==> config.mk <==
export PLATFORM = sky130hd
export DESIGN_NAME = key_hold_timer
export DESIGN_NICKNAME = d
export VERILOG_FILES = /design/src/rtl/key_timer_pkg.sv /design/src/rtl/tick_prescaler.sv /design/src/rtl/key_hold_timer.sv
export SDC_FILE = /design/constraint.sdc
export NUM_CORES = 1
export LEC_CHECK = 0
export ABC_AREA = 1
export BUFFER_PORTS_ARGS = -buffer_cell sky130_fd_sc_hd__buf_2
export CELL_PAD_IN_SITES_DETAIL_PLACEMENT = 0
export CELL_PAD_IN_SITES_GLOBAL_PLACEMENT = 2
export CORE_ASPECT_RATIO = 0.7
export CORE_MARGIN = 5
export CORE_UTILIZATION = 38
export CTS_CLUSTER_DIAMETER = 150
export DETAILED_ROUTE_END_ITERATION = 7
export GPL_TIMING_DRIVEN = 0
export PLACE_DENSITY_LB_ADDON = 0.1
export SYNTH_ARGS = -nofsm -noshare
export SYNTH_HDL_FRONTEND = slang
export SYNTH_SLANG_ARGS = --single-unit
export TNS_END_PERCENT = 100
==> constraint.sdc <==
create_clock -name clk -period 2.7 [get_ports clk]
set_clock_uncertainty 0.05 [all_clocks]
set_input_delay 0.54 -clock clk [delete_from_list [all_inputs] [get_ports clk]]
set_output_delay 0.54 -clock clk [all_outputs]
set_load 0.02 [all_outputs]
==> src/rtl/key_timer_pkg.sv <==
// Shared types and defaults for the key hold timer: FSM state encoding,
// default debounce/tick constants and a counter-width helper.
package key_timer_pkg;

   typedef enum logic [1:0] {
      IDLE      = 2'd0,
      DOWN_FILT = 2'd1,
      PRESSED   = 2'd2,
      UP_FILT   = 2'd3
   } key_fsm_e;

   localparam int DEB_CYCLES_DEF = 1_000_000;
   localparam int TICK_DIV_DEF   = 50_000;

   // Bits needed to count 0..n-1; never narrower than one bit.
   function automatic int cnt_w(input int n);
      return (n <= 2) ? 1 : $clog2(n);
   endfunction

endpackage

==> src/rtl/tick_prescaler.sv <==
// Free-running divider for hold timing: pulses tick on every TICK_DIV-th
// enabled cycle; clr restarts the count so a new press starts on a clean phase.
module tick_prescaler
   import key_timer_pkg::*;
#(
   parameter int TICK_DIV = TICK_DIV_DEF
) (
   input  logic clk,
   input  logic rst_n,
   input  logic clr,
   input  logic en,
   output logic tick
);

   localparam int PW = cnt_w(TICK_DIV);
   localparam logic [PW-1:0] PRE_LAST = PW'(TICK_DIV - 1);

   logic [PW-1:0] pre_cnt;

   always_ff @(posedge clk or negedge rst_n) begin
      if (!rst_n) begin
         pre_cnt <= '0;
      end else if (clr) begin
         pre_cnt <= '0;
      end else if (en) begin
         if (pre_cnt == PRE_LAST) pre_cnt <= '0;
         else                     pre_cnt <= pre_cnt + 1'b1;
      end
   end

   // Tick is combinational so the hold counter can fold in the wrap cycle.
   assign tick = en && (pre_cnt == PRE_LAST);

endmodule

==> src/rtl/key_hold_timer.sv <==
// Debounces an active-low key, flags accepted edges and reports how many
// prescaled ticks the key was held for the most recent completed press.
module key_hold_timer
   import key_timer_pkg::*;
#(
   parameter int DEB_CYCLES = DEB_CYCLES_DEF,
   parameter int TICK_DIV   = TICK_DIV_DEF,
   parameter int COUNT_W    = 20
) (
   input  logic               clk,
   input  logic               rst_n,
   input  logic               key_in,
   output logic               key_flag,
   output logic               key_state,
   output logic [COUNT_W-1:0] count_out,
   output logic               count_valid
);

   localparam int DW = cnt_w(DEB_CYCLES);
   localparam logic [DW-1:0]      DEB_LAST = DW'(DEB_CYCLES - 1);
   localparam logic [COUNT_W-1:0] HOLD_MAX = '1;

   logic sync_1;
   logic ks;

   key_fsm_e state;
   key_fsm_e state_nxt;

   logic [DW-1:0]      deb_cnt;
   logic [DW-1:0]      deb_cnt_nxt;
   logic [COUNT_W-1:0] hold_cnt;
   logic [COUNT_W-1:0] hold_cnt_nxt;
   logic [COUNT_W-1:0] hold_inc;
   logic               key_state_nxt;
   logic               key_flag_nxt;
   logic [COUNT_W-1:0] count_out_nxt;
   logic               count_valid_nxt;

   logic timing;
   logic pre_clr;
   logic tick;

   always_ff @(posedge clk or negedge rst_n) begin
      if (!rst_n) begin
         sync_1 <= 1'b1;
         ks     <= 1'b1;
      end else begin
         sync_1 <= key_in;
         ks     <= sync_1;
      end
   end

   assign timing  = (state == PRESSED) || (state == UP_FILT);
   assign pre_clr = (state == DOWN_FILT) && !ks && (deb_cnt == DEB_LAST);

   tick_prescaler #(
      .TICK_DIV (TICK_DIV)
   ) u_prescaler (
      .clk   (clk),
      .rst_n (rst_n),
      .clr   (pre_clr),
      .en    (timing),
      .tick  (tick)
   );

   // Saturating next hold value, including a tick that lands this cycle.
   assign hold_inc = (tick && (hold_cnt != HOLD_MAX)) ? hold_cnt + 1'b1 : hold_cnt;

   always_comb begin
      state_nxt       = state;
      deb_cnt_nxt     = deb_cnt;
      hold_cnt_nxt    = timing ? hold_inc : hold_cnt;
      key_state_nxt   = key_state;
      key_flag_nxt    = 1'b0;
      count_out_nxt   = count_out;
      count_valid_nxt = 1'b0;

      case (state)
         IDLE: begin
            if (!ks) begin
               state_nxt   = DOWN_FILT;
               deb_cnt_nxt = '0;
            end
         end
         DOWN_FILT: begin
            if (ks) begin
               state_nxt   = IDLE;
               deb_cnt_nxt = '0;
            end else if (deb_cnt == DEB_LAST) begin
               state_nxt     = PRESSED;
               deb_cnt_nxt   = '0;
               key_state_nxt = 1'b0;
               key_flag_nxt  = 1'b1;
               hold_cnt_nxt  = '0;
            end else begin
               deb_cnt_nxt = deb_cnt + 1'b1;
            end
         end
         PRESSED: begin
            if (ks) begin
               state_nxt   = UP_FILT;
               deb_cnt_nxt = '0;
            end
         end
         UP_FILT: begin
            // A bounce back low resumes the press without touching the timing.
            if (!ks) begin
               state_nxt   = PRESSED;
               deb_cnt_nxt = '0;
            end else if (deb_cnt == DEB_LAST) begin
               state_nxt       = IDLE;
               deb_cnt_nxt     = '0;
               key_state_nxt   = 1'b1;
               key_flag_nxt    = 1'b1;
               count_out_nxt   = hold_inc;
               count_valid_nxt = 1'b1;
            end else begin
               deb_cnt_nxt = deb_cnt + 1'b1;
            end
         end
         default: begin
            state_nxt   = IDLE;
            deb_cnt_nxt = '0;
         end
      endcase
   end

   always_ff @(posedge clk or negedge rst_n) begin
      if (!rst_n) begin
         state       <= IDLE;
         deb_cnt     <= '0;
         hold_cnt    <= '0;
         key_state   <= 1'b1;
         key_flag    <= 1'b0;
         count_out   <= '0;
         count_valid <= 1'b0;
      end else begin
         state       <= state_nxt;
         deb_cnt     <= deb_cnt_nxt;
         hold_cnt    <= hold_cnt_nxt;
         key_state   <= key_state_nxt;
         key_flag    <= key_flag_nxt;
         count_out   <= count_out_nxt;
         count_valid <= count_valid_nxt;
      end
   end

endmodule
== After elaboration in Yosys (flattened, before gate mapping) ==
Index checks and enable logic that the tools add are counted.
Operators by class
  eq/ne operators: 14
  add/sub/neg operators: 3
  muxes and demuxes: 31
  reductions and logical operators: 13
Operators by type and width (number)
  two-way mux 20 bit: 10
  case mux 20 bit (4 select lines): 1
  two-way mux 16 bit: 3
  adder 20 x 1 -> 20 bit, second input constant: 2
  equality test 20 bit, second input constant: 1
  != test 20 bit, second input constant: 1
  adder 16 x 1 -> 16 bit, second input constant: 1
  equality test 16 bit, second input constant: 1
  two-way mux 2 bit: 6
  two-way mux 1 bit: 8
  != test 2 bit, second input constant: 4
  case mux 2 bit (4 select lines): 1
  != test 3 x 2 -> 1 bit, second input constant: 2
  AND reduction 5 bit: 1
  equality test 2 bit, second input constant: 2
  logical AND 1 bit: 4
  != test 2 x 1 -> 1 bit, second input constant: 2
  case mux 1 bit (2 select lines): 2
  AND reduction 4 bit: 1
  nonzero test 2 bit: 2
  AND reduction 3 bit: 1
  equality test 2 x 1 -> 1 bit, second input constant: 1
  zero test 2 bit: 1
  AND reduction 2 bit: 1
  other kinds (2): 2
Word-level totals
  input bits: 3
  logic and storage cells: 71
  flip-flop bits (word level): 83
  output and inout port bits: 23

== Depth between registers and ports, before layout ==
Gate-level depths: netlist of the first run.
  depth after elaboration: 9
  gate-level depth with buffers: 12
  mapped depth without buffers: 11

== Hierarchy ==
A second synthesis of the first run with hierarchy kept.
Unflattened totals
  cells, all modules: 728
  area total of the unflattened synthesis: 5148.7 µm²
Modules (own cells, without submodules)
  key_hold_timer: seq. area each 1680.4 µm², times used 1, area an instance 4071.4 µm², cells an instance 584
  tick_prescaler: seq. area each 400.4 µm², times used 1, area an instance 1077.3 µm², cells an instance 144

== Worst setup path after synthesis of the first run ==
Ideal clock, no wire load.
  path type: reg-to-reg
  start point: register hold_cnt[0]
  end point: register count_out[5]
  setup time: 118 ps
  path buffers: 1
  slack: 949 ps
  period minus slack after synthesis: 1751 ps
  required time: 2532 ps
  arrival: 1583 ps
  stages on the path, launching flop included: 12
  cell sequence: dfrtp_1 -> ha_1 -> inv_1 -> nor2_2 -> nand2_2 -> nor3_2 -> nor2_4 -> buf_6 -> nand2_1 -> nand2_2 -> nand2_1 -> nand2_1
Between the ends
  cells in the longest elaborated chain, start to end: 3
  elaborated cells between the ends (all ways): 4
  classes of those cells: add/sub (1); eq/ne (1); mux (1); reduce/logical (1)
RTL lines
  from (decl): line key_hold_timer.sv:31  | logic [COUNT_W-1:0] hold_cnt;
  from (signal assigned): line key_hold_timer.sv:140  | hold_cnt <= hold_cnt_nxt;
  parallel branches: the longest is 2 deep, another holds adder 20 x 1 -> 20 bit
  two-way mux 20 bit (*): line key_hold_timer.sv:67  | assign hold_inc = (tick && (hold_cnt != HOLD_MAX)) ? hold_cnt + 1'b1 : hold_cnt;
  to (signal assigned): line key_hold_timer.sv:143  | count_out <= count_out_nxt;
  to (decl): line key_hold_timer.sv:15  | output logic [COUNT_W-1:0] count_out,
Mark *: on every way between the ends.
A chain may end at the register's enable or synchronous reset.

== Final worst setup path of the first run ==
  start point: register hold_cnt[0]
  end point: register count_out[1]
Same word-level chain as after synthesis.

==> results of run 1 <==
## logic make-up (layout without fill, tap and decap cells)
group                    after synthesis  after routing
AO/OA/AOI/OAI                         48             48
AND/OR/NAND/NOR                      481            481
XOR/XNOR                              19             19
adder cells (fa/ha/maj)                3              3
buffers and inverters                 81            123
flip-flops                            83             83
## registers in the layout (all words and copies together), names as in the netlist, named ones only
signal               cells
u_prescaler.pre_cnt     16
hold_cnt                20
key_state                1
key_flag                 1
deb_cnt                 20
count_out               20
state                    1
count_valid              1
ks                       1
sync_1                   1
## cell usage after synthesis (4+ instances only)
| cell | count | area (µm²) |
|---|---|---|
| xor2_1 | 10 | 87.6 |
| xnor2_1 | 9 | 78.8 |
| nand3b_1 | 4 | 30.0 |
| nand3_1 | 64 | 320 |
| o21ai_0 | 34 | 170 |
| nand2_2 | 15 | 93.8 |
| dfrtp_1 | 80 | 2000 |
| o22ai_1 | 4 | 25.0 |
| buf_2 | 6 | 30.0 |
| inv_1 | 60 | 225 |
| clkbuf_1 | 4 | 15.0 |
| buf_6 | 4 | 45.0 |
| nor2_1 | 73 | 274 |
| nor3_1 | 10 | 50.1 |
| nand2_1 | 292 | 1100 |
| nand4_1 | 10 | 62.6 |
## final timing paths
path,start,to,slack (ns),depth (start not counted)
worst min register to register,sync_1,ks,0.31,0
worst min-delay path,rst_n,deb_cnt[17],0.11,1
min in group clk,key_in,sync_1,0.24,1
max in group asynchronous,rst_n,ks,1.83,2
worst max-delay path,hold_cnt[0],count_out[1],0.43,10
worst max register to register,hold_cnt[0],count_out[1],0.43,10
## power by group through the flow
stage,Combinational (mW),Sequential (mW),Clock [mW]
after global routing,0.788,1.36,1.41
final,0.705,1.35,1.31
after detailed placement,0.712,1.37,0
after CTS,0.714,1.35,1.35
after global placement,0.696,1.38,0
after floorplan,0.458,1.37,0
## final cells by class
type	instances	area [µm²]	area share
clock buffer	9	225	0.0400
sequential	83	2080	0.370
buffer	17	121	0.0216
multi-input combinational	551	2510	0.447
timing repair buffer	26	155	0.0276
tap	162	203	0.0360
clock inverter	7	83.8	0.0149
inverter	64	240	0.0427
## through the flow
stage | power (mW) | cells | area, µm² | util | hold WS (ns)
global route | 3.56 | 919 | 5620 | 0.447 | 0.143
floorplan | 1.82 | 715 | 4960 | - | 0.194
global placement | 2.07 | 902 | 5290 | 0.420 | 0.295
finish | 3.36 | 919 | 5620 | 0.447 | 0.113
CTS | 3.42 | 919 | 5620 | 0.447 | 0.119
detailed placement | 2.09 | 903 | 5320 | 0.422 | 0.304
## per-layer routing
layer  part of all wire  track usage
met2               0.38        0.229
met4             0.0081       0.0430
met1               0.57        0.298
met5                  0            0
met3              0.048       0.0296
==> summary.txt, run 1 <==
Worst setup path
  • Delay-heaviest family, CP: simple AND/OR/NAND/NOR gates
  • CP max-delay cell: dfrtp_1
  • Crit path cell chain: ha_1 -> inv_1 -> nor2_2 -> nand2_2 -> nor2_1 -> nand3_1 -> nand2_1 -> nand2_1 -> nand3_1 -> nand2_1
  • CP required: 2.88 ns
  • CP max stage delay: 0.44 ns
  • Critical path fanouts, max: 6
  • Crit. End Element: flip-flop
  • CP Class: reg2reg
  • Critical Path AT: 2.45 ns
  • CP startpoint kind: flip-flop
  • Most used cell along the critical path: nand2_1
  • Buf+Inv Stages, Crit Path: 1

STA
  • Setup TNS: 0 ns
  • RSZ-0062 raised after global routing: no
  • Rel. slew slack: 0.585
  • Count of pins over their slew limit: 0
  • Final setup vio count: 0
  • Final hold viol count: 0
  • Tcrit/Tclk final: 0.842
  • Slew @ Worst Pin: 0.620 ns
  • F_max: ~440 MHz
  • Worst Slack Setup Final: 0.427 ns
  • Crit path time final: approximately 2.3 ns

Global route
  • Vias in the first global route: 4127
  • Grt total ovfl: 0
  • First-pass GRT wire length: 22200 µm
  • Largest net degree at the start of global routing: 48
  • Initial antenna violation count: 0
  • Overall Global Routing Usage: 0.178

Cells and area
  • Final nets: ~760
  • Share of layout cells above drive strength 1: 0.114
  • N_diodes: 0
  • Commonest non-fill, non-tap cell in the layout: nand2_1
  • Commonest non-fill, non-tap cells in the layout: nand2_1 (292), dfrtp_1 (80), nor2_1 (73)
  • Layout area overhead: 13.5%
  • # fillers: between 1000 and 1500

Die
  • IO Count: 26
  • Placeable Area: 12600 µm²
  • Die Wd: roughly 150 µm
  • Die Ht: roughly 110 µm
  • Initial core utilization: 0.394
  • # rows: 34
  • Die ar.: ~15000 µm²

Outcome
  • Outcome: completed

Synth
  • Syn nets: 721
  • Simple-gate share of the synthesized area: 0.413
  • Ys Warns: 0
  • Seq/Total Area, Yosys: 0.420
  • Post-Synth Adder-Cell Area: 0.00757
  • Avg Inst Size Synth: 6.93 µm²
  • XOR/XNOR Fraction of Synth Area: 0.0336
  • Complex-gate fraction of the synthesized area: 0.0528
  • Post-synthesis register bit count: 83
  • Largest family of logic cells by synthesized area: simple AND/OR/NAND/NOR gates
  • Cells after synthesis: 715
  • Post-synthesis mux area share: 0
  • Post-Synthesis Cell Area: 4960 µm²
  • EDFF count, synth: 0
  • Top FF cell, synth: dfrtp_1
  • FFs w/ async S/R, synth: 1.00
  • Post-synthesis cell type count: 39

Clock network
  • Num CTS Buffers: 9
  • Hold_buf cts: 0
  • CTS tree: done
  • Clk slew on worst S/H paths: 0.07 ns
  • CTS resizes: 0
  • Clk Latency, worst-skew pair: 0.34 ns
  • Root Buffer: clkbuf_16
  • Clk sinks: 83
  • Clock tree buffer depth: 2
  • Htree depth: 3
  • Post-CTS Setup Inserts: 0

Placed design
  • Routability cong.: a little under 0.9
  • Final HPWL DP: 9850 µm
  • Worst slack, placed: 0.475 ns
  • I/O Buffers: 25

Detailed routing
  • Routed vias/inst: between 4 and 5
  • DR DRC count: 0
  • Wire per inst: 14.6 µm
  • Vias: 4553
  • Drt pass-1 iters: 5
  • DRT iter0 DRCs: roughly 350
  • ANT nets after route: 0
  • Detailed Route WL: 13400 µm

Pwr
  • Pint: 2.22 mW
  • Flop pwr share: 0.402
  • Sw Share: 0.339
  • Leakage: 2.82 nW
  • Worst vdd ir: 0.298 mV
  • Power Density: roughly 600 nW/µm²
  • Switching power: ~1.1 mW
  • Logic pwr share: 0.210
  • Clock power share: 0.388

Flow run
  • Maxcap violations: 0

Worst hold path
  • HP Class: in2async
Power figures use the tool's default switching activity.
==> run 2, diff against run 1 <==
--- a/config.mk
+++ b/config.mk
@@ -11,7 +11,7 @@
 export CELL_PAD_IN_SITES_GLOBAL_PLACEMENT = 2
 export CORE_ASPECT_RATIO = 0.7
 export CORE_MARGIN = 5
-export CORE_UTILIZATION = 38
+export CORE_UTILIZATION = 35
 export CTS_CLUSTER_DIAMETER = 150
 export DETAILED_ROUTE_END_ITERATION = 7
 export GPL_TIMING_DRIVEN = 0
==> constraint.sdc (replaced) <==
create_clock -name clk -period 2.17 [get_ports clk]
set_clock_uncertainty 0.05 [all_clocks]
set_input_delay 0.434 -clock clk [delete_from_list [all_inputs] [get_ports clk]]
set_output_delay 0.434 -clock clk [all_outputs]
set_load 0.02 [all_outputs]
==> run 2 against run 1 <==
  * Final cell count up 3.3%
  * Sequential cell count is the same
  * Critical endpoint unchanged
  * Register-to-register slack got worse by 0.25 ns
  * Global-route usage fell by 0.63 points
  * Fmax increased by 14%
  * Combinational power is 25% higher
  * Sequential power grew 25%
  * Critical path type unchanged
==> summary.txt, run 2 (synthesis gave the netlist of run 1 again) <==
Outcome
  • Outcome: completed (unchanged)

Global route
  • Overall Global Routing Usage: 0.172 (was 0.178)
  • Initial antenna violation count: 0 (unchanged)
  • Vias in the first global route: 4406 (was 4127)
  • Grt total ovfl: 0 (unchanged)
  • Largest net degree at the start of global routing: 44 (was 48)
  • First-pass GRT wire length: 23100 µm (was 22200 µm)

Cells and area
  • FF+latch area: 2080 µm² (about the same)
  • N_diodes: 0 (unchanged)
  • Final nets: 760 (was 758)
  • Commonest non-fill, non-tap cell in the layout: nand2_1 (unchanged)
  • Share of layout cells above drive strength 1: 0.126 (was 0.114)
  • Final cell count without fillers: 949 (was 919)
  • Layout area overhead: 15.6% (was 13.5%)
  • Commonest non-fill, non-tap cells in the layout: nand2_1 (292), dfrtp_1 (79), nor2_1 (70) (was nand2_1 (292), dfrtp_1 (80), nor2_1 (73))
  • Multi-input gate area: 2560 µm² (was 2510 µm²)
  • Biggest registers after layout: count_out (20), deb_cnt (20), hold_cnt (20) (unchanged)
  • # fillers: 1462 (was 1308)

Placed design
  • Placed cells: 931 (was 903)
  • Final HPWL DP: 10100 µm (was 9850 µm)
  • Routability cong.: 0.819 (was 0.866)
  • I/O Buffers: 25 (unchanged)

Flow run
  • Maxcap violations: 0 (unchanged)

Die
  • Die Wd: 152 µm (was 147 µm)
  • Die ar.: 16700 µm² (was 15500 µm²)
  • Placeable Area: 13900 µm² (was 12600 µm²)
  • Die Ht: 110 µm (was 106 µm)
  • # rows: 36 (was 34)
  • Initial core utilization: 0.356 (was 0.394)
  • IO Count: 26 (unchanged)

Worst setup path
  • CP Class: reg2reg (unchanged)
  • Register-to-Register Path Depth: 10 (unchanged)
  • CP startpoint kind: flip-flop (unchanged)
  • Crit. End Element: flip-flop (unchanged)
  • Buf+Inv Stages, Crit Path: 1 (unchanged)
  • Crit. path cell count: 10 (unchanged)
  • CP max stage delay: 0.43 ns (was 0.44 ns)
  • Delay-heaviest family, CP: simple AND/OR/NAND/NOR gates (unchanged)
  • Most used cell along the critical path: nand2_1 (unchanged)
  • Crit path to: count_out[1] (unchanged)
  • Critical Path AT: 2.17 ns (was 2.45 ns)
  • CP required: 2.35 ns (was 2.88 ns)
  • Crit path cell chain: ha_4 -> inv_1 -> nor2_2 -> nand2_2 -> nor2_1 -> nand3_2 -> nand2_1 -> nand2_1 -> nand3_1 -> nand2_1 (was ha_1 -> inv_1 -> nor2_2 -> nand2_2 -> nor2_1 -> nand3_1 -> nand2_1 -> nand2_1 -> nand3_1 -> nand2_1)
  • CP max-delay cell: dfrtp_1 (unchanged)
  • Reg2Reg Setup Slack: 0.17 ns (was 0.43 ns)
  • Critical path fanouts, max: 6 (unchanged)
  • Worst r2r src: hold_cnt[1] (was hold_cnt[0])
  • Critical R2R Capture: count_out[1] (unchanged)
  • Critical path startpoint: hold_cnt[1] (was hold_cnt[0])

Clock network
  • Root Buffer: clkbuf_16 (unchanged)
  • Clock tree buffer depth: 2 (unchanged)
  • Clk slew on worst S/H paths: 0.07 ns (about the same)
  • Clk Latency, worst-skew pair: 0.34 ns (about the same)
  • Hold_buf cts: 0 (unchanged)
  • Num CTS Buffers: 9 (unchanged)
  • CTS tree: done (unchanged)
  • Clk sinks: 83 (unchanged)
  • Htree depth: 3 (unchanged)

Detailed routing
  • WL met1: 7810 µm (was 7600 µm)
  • Drt pass-1 iters: 6 (was 5)
  • DRT iter0 DRCs: 332 (was 352)
  • Wire per inst: 14.2 µm (was 14.6 µm)
  • Vias: 4538 (was 4553)
  • Routed vias/inst: 4.78 (was 4.95)
  • DR DRC count: 0 (unchanged)
  • ANT nets after route: 0 (unchanged)
  • WL met2: 5050 µm (was 5040 µm)
  • Met3 routed wirelength: 552 µm (was 639 µm)
  • Top Metal Used: met4 (unchanged)
  • Detailed Route WL: 13500 µm (was 13400 µm)

STA
  • Count of pins over their slew limit: 0 (unchanged)
  • F_max: 501 MHz (was 440 MHz)
  • Crit path time final: 2.00 ns (was 2.27 ns)
  • Final setup vio count: 0 (unchanged)
  • Final hold viol count: 0 (unchanged)
  • Tcrit/Tclk final: 0.920 (was 0.842)
  • Slew @ Worst Pin: 0.589 ns (was 0.620 ns)
  • Rel. slew slack: 0.606 (was 0.585)
  • Hold_ws: 0.0321 ns (was 0.113 ns)

Pwr
  • Leakage: 2.83 nW (was 2.82 nW)
  • Power Density: 726 nW/µm² (was 598 nW/µm²)
  • Worst vdd ir: 0.399 mV (was 0.298 mV)

Worst hold path
  • HP Class: in2async (unchanged)
==> run 2: worst min-delay path by stage <==
stage,start,end,depth (start not counted)
finish,rst_n,deb_cnt[16],1
global route,rst_n,deb_cnt[16],1
floorplan,rst_n,asynchronous set/reset pin,0
CTS,rst_n,deb_cnt[16],1
detailed placement,sync_1,ks,0
global placement,sync_1,ks,0
==> run 2: timing repair <==
| action | 4_1_cts | 5_1_grt |
|---|---|---|
| gates resized for setup | 1 | 15 |
| setup buffers | 0 | 2 |
| endpoints found under the hold margin | 0 | 0 |
| setup endpoints to repair | 2 | 48 |
| pin swaps | 0 | 1 |
| cloned | 0 | 0 |
==> run 2: cell type report <==
cell class	count	area share
Multi-Input combinational cell	551	0.447
Inverter	64	0.0426
Sequential cell	83	0.363
Clock buffer	11	0.0424
Tap cell	190	0.0415
Buffer	17	0.0223
Timing Repair Buffer	28	0.0297
Clock inverter	5	0.0109
==> run 2: worst register-to-register path, delay by kind of cell, from the launching register on <==
kind	cells	cell delay, ns
buf+inv	1	0.06
fa+ha+maj	1	0.21
simple gates	8	1.13
flops	1	0.43
==> run 2: per-stage QoR <==
stage	TNS [ns]	setup WS [ns]	power (mW)	utilization	cell area, µm²
floorplan	0	0.419	2.27	-	4960
global route	-0.0405	-0.0116	4.40	0.412	5730
detailed placement	0	0.00100	2.60	0.384	5350
CTS	0	0.0526	4.22	0.407	5660
finish	0	0.173	4.16	0.412	5730
global placement	-15.30	-0.201	2.58	0.382	5320
==> run 2: where the power goes <==
group / internal [mW] / switching (mW) / leakage (nW)
clock: 0.929 / 0.670 / 0.142
combinational: 0.235 / 0.642 / 1.55
sequential: 1.63 / 0.0603 / 1.14
==> run 2: routing by layer <==
metal  track usage  up-vias
met5             0        -
met4        0.0295        0
met3        0.0327        9
met2         0.234       83
met1         0.278     2111
li1              -     2335
